==> src/rtl/approx_add_pkg.sv <==
// Shared definitions for the pipelined approximate adder.
//   kw()          : width of the run-time approximate-span field for a given APPROX_MAX
//   SUM_RST       : value held on sum while in reset
//   ERR_CNT_RST   : value held on err_count while in reset
package approx_add_pkg;

    localparam int unsigned SUM_RST     = 0;
    localparam int unsigned ERR_CNT_RST = 0;

    // Bits needed to express every k in 0..approx_max.
    function automatic int kw(input int approx_max);
        return $clog2(approx_max + 1);
    endfunction

endpackage

==> src/rtl/approx_add_core.sv <==
// Combinational split adder: upper WIDTH-k bits added exactly, lower k bits
// OR-approximated, with a flag that reports any deviation from the exact sum.
//   a, b       : operands
//   carry_in   : carry into bit 0, honoured only for exact (k=0) addition
//   k          : requested approximate span, clamped to APPROX_MAX
//   sum        : WIDTH-bit result
//   carry_out  : carry out of the MSB
//   approx_err : {carry_out,sum} differs from a+b+carry_in
module approx_add_core
    import approx_add_pkg::*;
#(
    parameter int WIDTH      = 24,
    parameter int APPROX_MAX = 16
) (
    input  logic [WIDTH-1:0]               a,
    input  logic [WIDTH-1:0]               b,
    input  logic                           carry_in,
    input  logic [kw(APPROX_MAX)-1:0]      k,
    output logic [WIDTH-1:0]               sum,
    output logic                           carry_out,
    output logic                           approx_err
);

    localparam int KW = kw(APPROX_MAX);

    logic [KW-1:0]  k_c;
    logic [WIDTH:0] a_x, b_x;
    logic [WIDTH:0] exact;
    logic [WIDTH:0] lo_mask;
    logic [WIDTH:0] msb_sel;
    logic           c_lo;
    logic [WIDTH:0] hi_sum;
    logic [WIDTH:0] approx;
    logic [WIDTH:0] res;

    always_comb begin
        k_c     = (k > KW'(APPROX_MAX)) ? KW'(APPROX_MAX) : k;
        a_x     = {1'b0, a};
        b_x     = {1'b0, b};
        exact   = a_x + b_x + {{WIDTH{1'b0}}, carry_in};
        lo_mask = ((WIDTH+1)'(1) << k_c) - (WIDTH+1)'(1);
        // One-hot at bit k-1 (all zero for k=0): picks A[k-1]&B[k-1] as the
        // carry handed to the exact section.
        msb_sel = lo_mask ^ (lo_mask >> 1);
        c_lo    = |(a_x & b_x & msb_sel);
        hi_sum  = (a_x >> k_c) + (b_x >> k_c) + {{WIDTH{1'b0}}, c_lo};
        // hi_sum has at most WIDTH-k+1 significant bits, so the shift keeps
        // the upper carry in bit WIDTH.
        approx  = (hi_sum << k_c) | ((a_x | b_x) & lo_mask);
        res     = (k_c == '0) ? exact : approx;
    end

    assign sum        = res[WIDTH-1:0];
    assign carry_out  = res[WIDTH];
    assign approx_err = (res != exact);

endmodule

==> src/rtl/pipelined_approx_adder.sv <==
// Two-stage valid/ready pipelined approximate adder with error profiling.
//   clk, rst               : clock, asynchronous active-high reset
//   in_valid/in_ready      : input handshake; A, B, carry_in, approx_bits ride the beat
//   out_valid/out_ready    : output handshake; sum, carry_out, approx_err ride the beat
//   err_count              : saturating count of delivered results with approx_err=1
//   cnt_clr                : synchronous clear of err_count (wins over an increment)
// S1 holds the raw beat, S2 holds the computed result.
module pipelined_approx_adder
    import approx_add_pkg::*;
#(
    parameter int WIDTH      = 24,
    parameter int APPROX_MAX = 16,
    parameter int CNT_W      = 16
) (
    input  logic                           clk,
    input  logic                           rst,
    input  logic                           in_valid,
    output logic                           in_ready,
    input  logic [WIDTH-1:0]               A,
    input  logic [WIDTH-1:0]               B,
    input  logic                           carry_in,
    input  logic [kw(APPROX_MAX)-1:0]      approx_bits,
    output logic                           out_valid,
    input  logic                           out_ready,
    output logic [WIDTH-1:0]               sum,
    output logic                           carry_out,
    output logic                           approx_err,
    output logic [CNT_W-1:0]               err_count,
    input  logic                           cnt_clr
);

    localparam int KW = kw(APPROX_MAX);

    logic             s1_valid_q, s1_valid_d;
    logic [WIDTH-1:0] s1_a_q, s1_a_d;
    logic [WIDTH-1:0] s1_b_q, s1_b_d;
    logic             s1_cin_q, s1_cin_d;
    logic [KW-1:0]    s1_k_q, s1_k_d;

    logic             s2_valid_q, s2_valid_d;
    logic [WIDTH-1:0] sum_q, sum_d;
    logic             carry_out_q, carry_out_d;
    logic             approx_err_q, approx_err_d;
    logic [CNT_W-1:0] err_count_q, err_count_d;

    logic [WIDTH-1:0] core_sum;
    logic             core_co;
    logic             core_err;

    logic s2_load;
    logic s1_advance;
    logic in_fire;
    logic out_fire;

    approx_add_core #(
        .WIDTH      (WIDTH),
        .APPROX_MAX (APPROX_MAX)
    ) u_core (
        .a          (s1_a_q),
        .b          (s1_b_q),
        .carry_in   (s1_cin_q),
        .k          (s1_k_q),
        .sum        (core_sum),
        .carry_out  (core_co),
        .approx_err (core_err)
    );

    // in_ready looks through both stages to out_ready so a full pipe that is
    // draining still accepts a beat every cycle.
    assign out_fire   = s2_valid_q & out_ready;
    assign s2_load    = !s2_valid_q | out_ready;
    assign s1_advance = s1_valid_q & s2_load;
    assign in_ready   = !s1_valid_q | s1_advance;
    assign in_fire    = in_valid & in_ready;

    always_comb begin
        s1_valid_d = s1_valid_q;
        s1_a_d     = s1_a_q;
        s1_b_d     = s1_b_q;
        s1_cin_d   = s1_cin_q;
        s1_k_d     = s1_k_q;
        if (in_fire) begin
            s1_valid_d = 1'b1;
            s1_a_d     = A;
            s1_b_d     = B;
            s1_cin_d   = carry_in;
            s1_k_d     = approx_bits;
        end else if (s1_advance) begin
            s1_valid_d = 1'b0;
        end
    end

    always_comb begin
        s2_valid_d   = s2_valid_q;
        sum_d        = sum_q;
        carry_out_d  = carry_out_q;
        approx_err_d = approx_err_q;
        if (s2_load) begin
            s2_valid_d = s1_valid_q;
        end
        // Result registers only change when a new beat lands, so they hold
        // steady through back-pressure.
        if (s1_advance) begin
            sum_d        = core_sum;
            carry_out_d  = core_co;
            approx_err_d = core_err;
        end
    end

    always_comb begin
        err_count_d = err_count_q;
        if (cnt_clr) begin
            err_count_d = '0;
        end else if (out_fire && approx_err_q && (err_count_q != '1)) begin
            err_count_d = err_count_q + 1'b1;
        end
    end

    always_ff @(posedge clk or posedge rst) begin
        if (rst) begin
            s1_valid_q   <= 1'b0;
            s1_a_q       <= '0;
            s1_b_q       <= '0;
            s1_cin_q     <= 1'b0;
            s1_k_q       <= '0;
            s2_valid_q   <= 1'b0;
            sum_q        <= WIDTH'(SUM_RST);
            carry_out_q  <= 1'b0;
            approx_err_q <= 1'b0;
            err_count_q  <= CNT_W'(ERR_CNT_RST);
        end else begin
            s1_valid_q   <= s1_valid_d;
            s1_a_q       <= s1_a_d;
            s1_b_q       <= s1_b_d;
            s1_cin_q     <= s1_cin_d;
            s1_k_q       <= s1_k_d;
            s2_valid_q   <= s2_valid_d;
            sum_q        <= sum_d;
            carry_out_q  <= carry_out_d;
            approx_err_q <= approx_err_d;
            err_count_q  <= err_count_d;
        end
    end

    assign out_valid  = s2_valid_q;
    assign sum        = sum_q;
    assign carry_out  = carry_out_q;
    assign approx_err = approx_err_q;
    assign err_count  = err_count_q;

endmodule

==> config.mk <==
export PLATFORM = sky130hd
export DESIGN_NAME = pipelined_approx_adder
export DESIGN_NICKNAME = d
export VERILOG_FILES = /design/src/rtl/approx_add_pkg.sv /design/src/rtl/approx_add_core.sv /design/src/rtl/pipelined_approx_adder.sv
export SDC_FILE = /design/constraint.sdc
export NUM_CORES = 1
export LEC_CHECK = 0
export CORE_ASPECT_RATIO = 1.25
export CORE_MARGIN = 8
export CORE_UTILIZATION = 40
export DETAILED_ROUTE_END_ITERATION = 12
export HOLD_SLACK_MARGIN = 0.03
export PLACE_DENSITY = 0.62
export SYNTH_ARGS = -nofsm -noshare
export SYNTH_HDL_FRONTEND = slang
export SYNTH_SLANG_ARGS = --single-unit
==> constraint.sdc <==
create_clock -name clk -period 7.9 [get_ports clk]
set_clock_uncertainty 0.15 [all_clocks]
set_input_delay 1.185 -clock clk [delete_from_list [all_inputs] [get_ports clk]]
set_output_delay 1.185 -clock clk [all_outputs]
set_load 0.02 [all_outputs]
; ---- After elaboration in Yosys (flattened, before gate mapping)
; Index checks and enable logic that the tools add are counted.
[op_classes]
n_mux = 6
n_reduce_logical = 8
order_cmp = 1
n_eq_ne = 2
shifts = 4
bitwise_logic = 11
add_sub_neg = 6
[op_table]
columns = cell, n
row1 = $add 25x1->25, 2
row2 = $and 25x25->25, 2
row3 = $shr 24x5->25, 2
row4 = $mux 16, 2
row5 = $add 24x24->25, 1
row6 = $add 25x25->25, 1
row7 = $mux 25, 1
row8 = $ne 25x25->1, 1
row9 = $or 25x25->25, 1
row10 = $reduce_or 25->1, 1
row11 = $shl 1x5->25 const A, 1
row12 = $shl 25x5->25, 1
row13 = $sub 25x2->25 const B, 1
row14 = $xor 25x24->25, 1
row15 = $and 24x24->24, 1
row16 = $or 24x24->24, 1
row17 = $add 16x1->16 const B, 1
row18 = $ne 16x16->1 const B, 1
row19 = $gt 5x5->1 const B, 1
row20 = $logic_not 5->1, 1
row21 = $mux 5, 1
row22 = $reduce_bool 2->1, 2
row23 = $and 1x1->1, 3
row24 = $logic_and 1x1->1, 2
row25 = other kinds (3), 6
[totals]
wordCells = 48
inputBits = 59
regBits = 98
out_inout_bits = 44

; ---- Logic depth before layout (Yosys ltp)
[depth]
word_depth = 12
depth_mapped = 33
ltp_nobuf = 28

; ---- Hierarchy
; Synthesis repeated with hierarchy kept, for this count alone.
[hier_totals]
hier_cells = 1586
hier_area_um2 = 12169.2
[modules_own_cells]
columns = mod, cells_each, seq_area_each_um2, n_inst, area_per_inst_um2
row1 = approx_add_core, 1304, 0.0, 1, 8176.6
row2 = pipelined_approx_adder, 282, 2452.4, 1, 3992.6

; ---- Least setup slack after synthesis
; Ideal clock, no wire load.
[synth_timing]
kind = reg-to-reg
startpoint = register s1_k_q[0]
endpoint = register approx_err_q (netlist: approx_err)
path_stages_with_launch = 34
t_arrival_ps = 6847
setup_slack_ps = 759
path_buffers = 6
period_less_slack_ps = 7141
setup_ps = 144
required_ps = 7606
path_cell_list = dfrtp_1 clkbuf_1 or2_2 clkbuf_1 nor2_2 inv_1 clkbuf_1 clkbuf_1 ha_1 clkbuf_1 clkbuf_1 nor2b_1 and2_1 o21ai_0 o21ai_0 nand2_1 o211ai_1 a221oi_1 nand4_1 fa_1 inv_1 fa_1 and2b_4 o21ai_1 a21boi_1 or2_1 a222oi_1 nor3_1 nor4_1 o21ai_1 a2111oi_2 nand3_1 a2111oi_2 a41oi_1
[synth_between]
elab_chain_cells = 12
elab_cells_between_ends = 17
cone_classes = add/sub (3) / order compare (1) / eq/ne (1) / shift (4) / mux (2) / bitwise (4) / reduce/logical (2)
[synth_rtl]
columns = item, line_no
row1 = from (decl), pipelined_approx_adder.sv:38  ; logic [KW-1:0] s1_k_q, s1_k_d;
row2 = from (signal assigned), pipelined_approx_adder.sv:136  ; s1_k_q <= s1_k_d;
row3 = $gt 5x5->1, approx_add_core.sv:37  ; k_c = (k > KW'(APPROX_MAX)) ? KW'(APPROX_MAX) : k;
row4 = $mux 5 *, approx_add_core.sv:37
row5 = $shl 1x5->25, approx_add_core.sv:41  ; lo_mask = ((WIDTH+1)'(1) << k_c) - (WIDTH+1)'(1);
row6 = $sub 25x2->25, approx_add_core.sv:41
row7 = $xor 25x24->25, approx_add_core.sv:44  ; msb_sel = lo_mask ^ (lo_mask >> 1);
row8 = $and 25x25->25, approx_add_core.sv:45  ; c_lo = |(a_x & b_x & msb_sel);
row9 = $reduce_or 25->1, approx_add_core.sv:45
row10 = $add 25x1->25, approx_add_core.sv:46  ; hi_sum = (a_x >> k_c) + (b_x >> k_c) + {{WIDTH{1'b0}}, c_lo};
row11 = $shl 25x5->25, approx_add_core.sv:49  ; approx = (hi_sum << k_c) | ((a_x | b_x) & lo_mask);
row12 = $or 25x25->25, approx_add_core.sv:49
row13 = $mux 25 *, approx_add_core.sv:50  ; res = (k_c == '0) ? exact : approx;
row14 = $ne 25x25->1 *, approx_add_core.sv:55  ; assign approx_err = (res != exact);
row15 = to (signal assigned), pipelined_approx_adder.sv:140  ; approx_err_q <= approx_err_d;
row16 = to (decl), pipelined_approx_adder.sv:43  ; logic approx_err_q, approx_err_d;
; Every way passes the cells marked *; elsewhere a longest branch is shown, timed or not.
; A chain may end at the register's enable or synchronous reset.

; ---- Final worst setup path
; Same ends and word-level chain as after synthesis.

==> summary.md <==
| Metric | Value |
|---|---|
| Worst min path class | flop to flop |
| Final Critical Period | roughly 7.3 ns |
| Die Wd | about 170 um |
| Syn_nets | 1731 |
| H-tree depth | 3 |
| Fin cells | 2047 |
| DRT Pass-1 Iters | 6 |
| Peak VDD IR | around 0.15 mV |
| Wire per inst | 25.54 um |
| Post-cts sizing count | 0 |
| Finished Cell Area | 0.01361 mm^2 |
| # rows | 70 |
| Total track usage | 0.2890 |
| Sequential fraction of the synthesis area | 0.2070 |
| Post-CTS Setup Inserts | 0 |
| Synth top area share | 0.2070 |
| Crit Path Max Fanout | 21 |
| Leading area contributor after synthesis | dfrtp_1 |
| Cell with the most instances after synthesis | nor2_1 |
| TNS Setup | 0 ns |
| Syn Inst Count | 1595 |
| WP data required | 7.99 ns |
| Layout fillers | 2999 |
| Netlist cell types | 83 |
| Post-synthesis async set-or-reset flop share | 1.000 |
| CTS Hold Bufs | 0 |
| Largest net degree at the start of global routing | slightly above 100 |
| Synthesized area | 0.01185 mm^2 |
| Overflow after GRT | 0 |
| Util after Layout | 0.4666 |
| Ant diodes | 0 |
| Run status | finished, final reports clean |
| Total of max-cap violations | 0 |
| Area post-placement | 0.01330 mm^2 |
| CTS Sinks | 98 |
| Layout cell share with drive strength beyond 1 | 0.09207 |
| Vias in the first global route | 12430 |
| Max incr delay on CP | 0.70 ns |
| CTS max path bufs | 2 |
| Max_slew headroom | 0.3444 |
| Worst EP arrival | approximately 7.4 ns |
| Slowest CP cell | dfrtp_1 |
| Least-Margin Pin Slew | about 1 ns |
| Die area | between 0.03 and 0.04 mm^2 |
| Clock slew at reported path FFs | 0.08 ns |
| Placed Cells incl. Taps | 2031 |
| Post-synthesis register bit count | 98 |
| Crit. End Element | flop |
| I/O pins | 103 |
| Nets@finish | 1782 |
| Post-DP HPWL | 41.55 mm |
| Die outline height | between 200 and 250 um |
| Leak | around 0.0058 uW |
| Final WL | between 50 and 60 mm |
| Most used DFF post-synth | dfrtp_1 |
| Avg Cell Area, Syn | 7.426 um^2 |
| DRT iter0 DRCs | between 1000 and 1500 |
| CP startpoint kind | flop |
| Initial Utilization | 0.4061 |
| Slew Limit Fails | 0 |
| Synth Warn # | 0 |
| Area Growth Syn to Fin | 14.88% |
| Critical path class | flop to flop |
| Area contributors post-synth | dfrtp_1 (21%), ha_1 (7.7%), a21oi_1 (5.7%) |
| CTS tree | done |
| DRC Markers | 0 |
| Most frequent cells after synthesis | nor2_1 (181), nand2_1 (180), a21oi_1 (136) |
| Core Footprint | roughly 0.03 mm^2 |
| GP Congestion | 1.014 |
| Detailed-route via count | 12830 |
| Final ANT Viol Nets | 0 |
| Clock Root Buffer | clkbuf_16 |
| Vias per cell | 6.268 |
| I/O Buffers | 102 |
| Final setup fails | 0 |
| Period utilisation layout | 0.9234 |
| EDFF count, synth | 0 |
| Hold Vio Cnt, Final | 0 |
| Pwr per Cell Area | 306.3 mW/mm^2 |
| Initial antenna violation count | 0 |
| RSZ-0062 raised after global routing | no |
| WHS | 0.3370 ns |
| Clock buffers created by TritonCTS | 9 |
| First-pass GRT wire length | 78.24 mm |
| Clk_lat worst skew | 0.37 ns |
| Peak Freq | ~0.14 GHz |
## critical path, delay by kind of cell (launching register included)
family          cells  cell delay, ns
compound gates     14            3.70
fa+ha+maj           3            0.91
buf+inv             4            0.48
flops               1            0.70
simple gates        8            1.22
## logic make-up (layout without fill, tap and decap cells)
logic type	Yosys count	count (layout)	synth area share
and+or+nand+nor	555	555	0.2145
AOI/OAI and AO/OA	521	521	0.2916
buffers and inverters	171	227	0.05556
muxes	116	116	0.1052
DFF	98	98	0.2070
adders and majority gates	77	77	0.08387
xor gates and xnor gates	57	57	0.04215
## metrics by stage
stage | worst slack (ns) | power, uW
6_report | 0.6048 | 4168
5_1_grt | 0.2068 | 4390
4_1_cts | 0.8276 | 4117
3_5_place_dp | 0.8877 | 3637
3_3_place_gp | 0.8557 | 3645
2_1_floorplan | 0.7590 | 2582
## state kept, by name, indices dropped and copies added, names as in the netlist, 5 cells and up
name and cells:
err_count 16, s1_a_q 24, s1_b_q 24, s1_k_q 5, sum 24
## layout by cell type (no fill, tap or decap), types with 10 or more instances in the layout
master,Yosys,routed
o211ai_1,26,26
xor2_1,29,29
o22ai_1,10,10
nor2_1,181,181
and2_1,27,27
dfrtp_1,98,96
a21o_1,17,17
nand3_1,29,29
o21ai_0,110,110
a311oi_1,10,10
nand2b_1,16,15
a211oi_1,44,44
inv_1,69,68
nand2_1,180,179
nor3_1,33,33
o21a_1,15,15
or3_1,10,10
mux2_2,58,58
clkdlybuf4s50_1,0,102
a31oi_1,17,17
nor4_1,12,12
a21boi_0,11,11
nand4_1,16,16
buf_4,1,39
a21oi_1,136,136
o31ai_1,18,18
and3_1,12,12
ha_1,73,73
xnor2_1,28,28
mux2i_1,57,57
## final cells by class
| cell class | instances | area (um^2) | area share |
|---|---|---|---|
| clock buffer | 9 | 225.2 | 0.01655 |
| tap | 396 | 495.5 | 0.03641 |
| multi-input combinational | 1326 | 8757 | 0.6435 |
| sequential | 98 | 2455 | 0.1804 |
| timing repair buffer | 142 | 1334 | 0.09801 |
| inverter | 69 | 261.5 | 0.01922 |
| clock inverter | 7 | 80.08 | 0.005884 |
## metal layers
layer | share of wire | vias to the layer above | track usage
met5 | 0 | - | 0
li1 | - | 5920 | -
met1 | 0.39 | 6149 | 0.3484
met4 | 0.075 | 0 | 0.1964
met2 | 0.47 | 620 | 0.4716
met3 | 0.059 | 141 | 0.03732
## worst paths after layout
check	startpoint	to	slack (ns)	depth (start not counted)
setup / recovery	s1_k_q[0]	approx_err	0.60	29
hold / removal	sum[6]	sum[6]	0.34	1
setup reg to reg	s1_k_q[0]	approx_err	0.60	29
min in group asynchronous	rst	s1_a_q[9]	1.02	2
max in group asynchronous	rst	s1_k_q[3]	5.35	3
hold reg to reg	sum[6]	sum[6]	0.34	1
## power breakdown
group          switching, uW  total (uW)  internal, uW
Combinational           1970        3020          1050
Sequential              94.0         690           596
Clock                    237         463           226
Note: power is estimated with default switching activity, not from simulation.
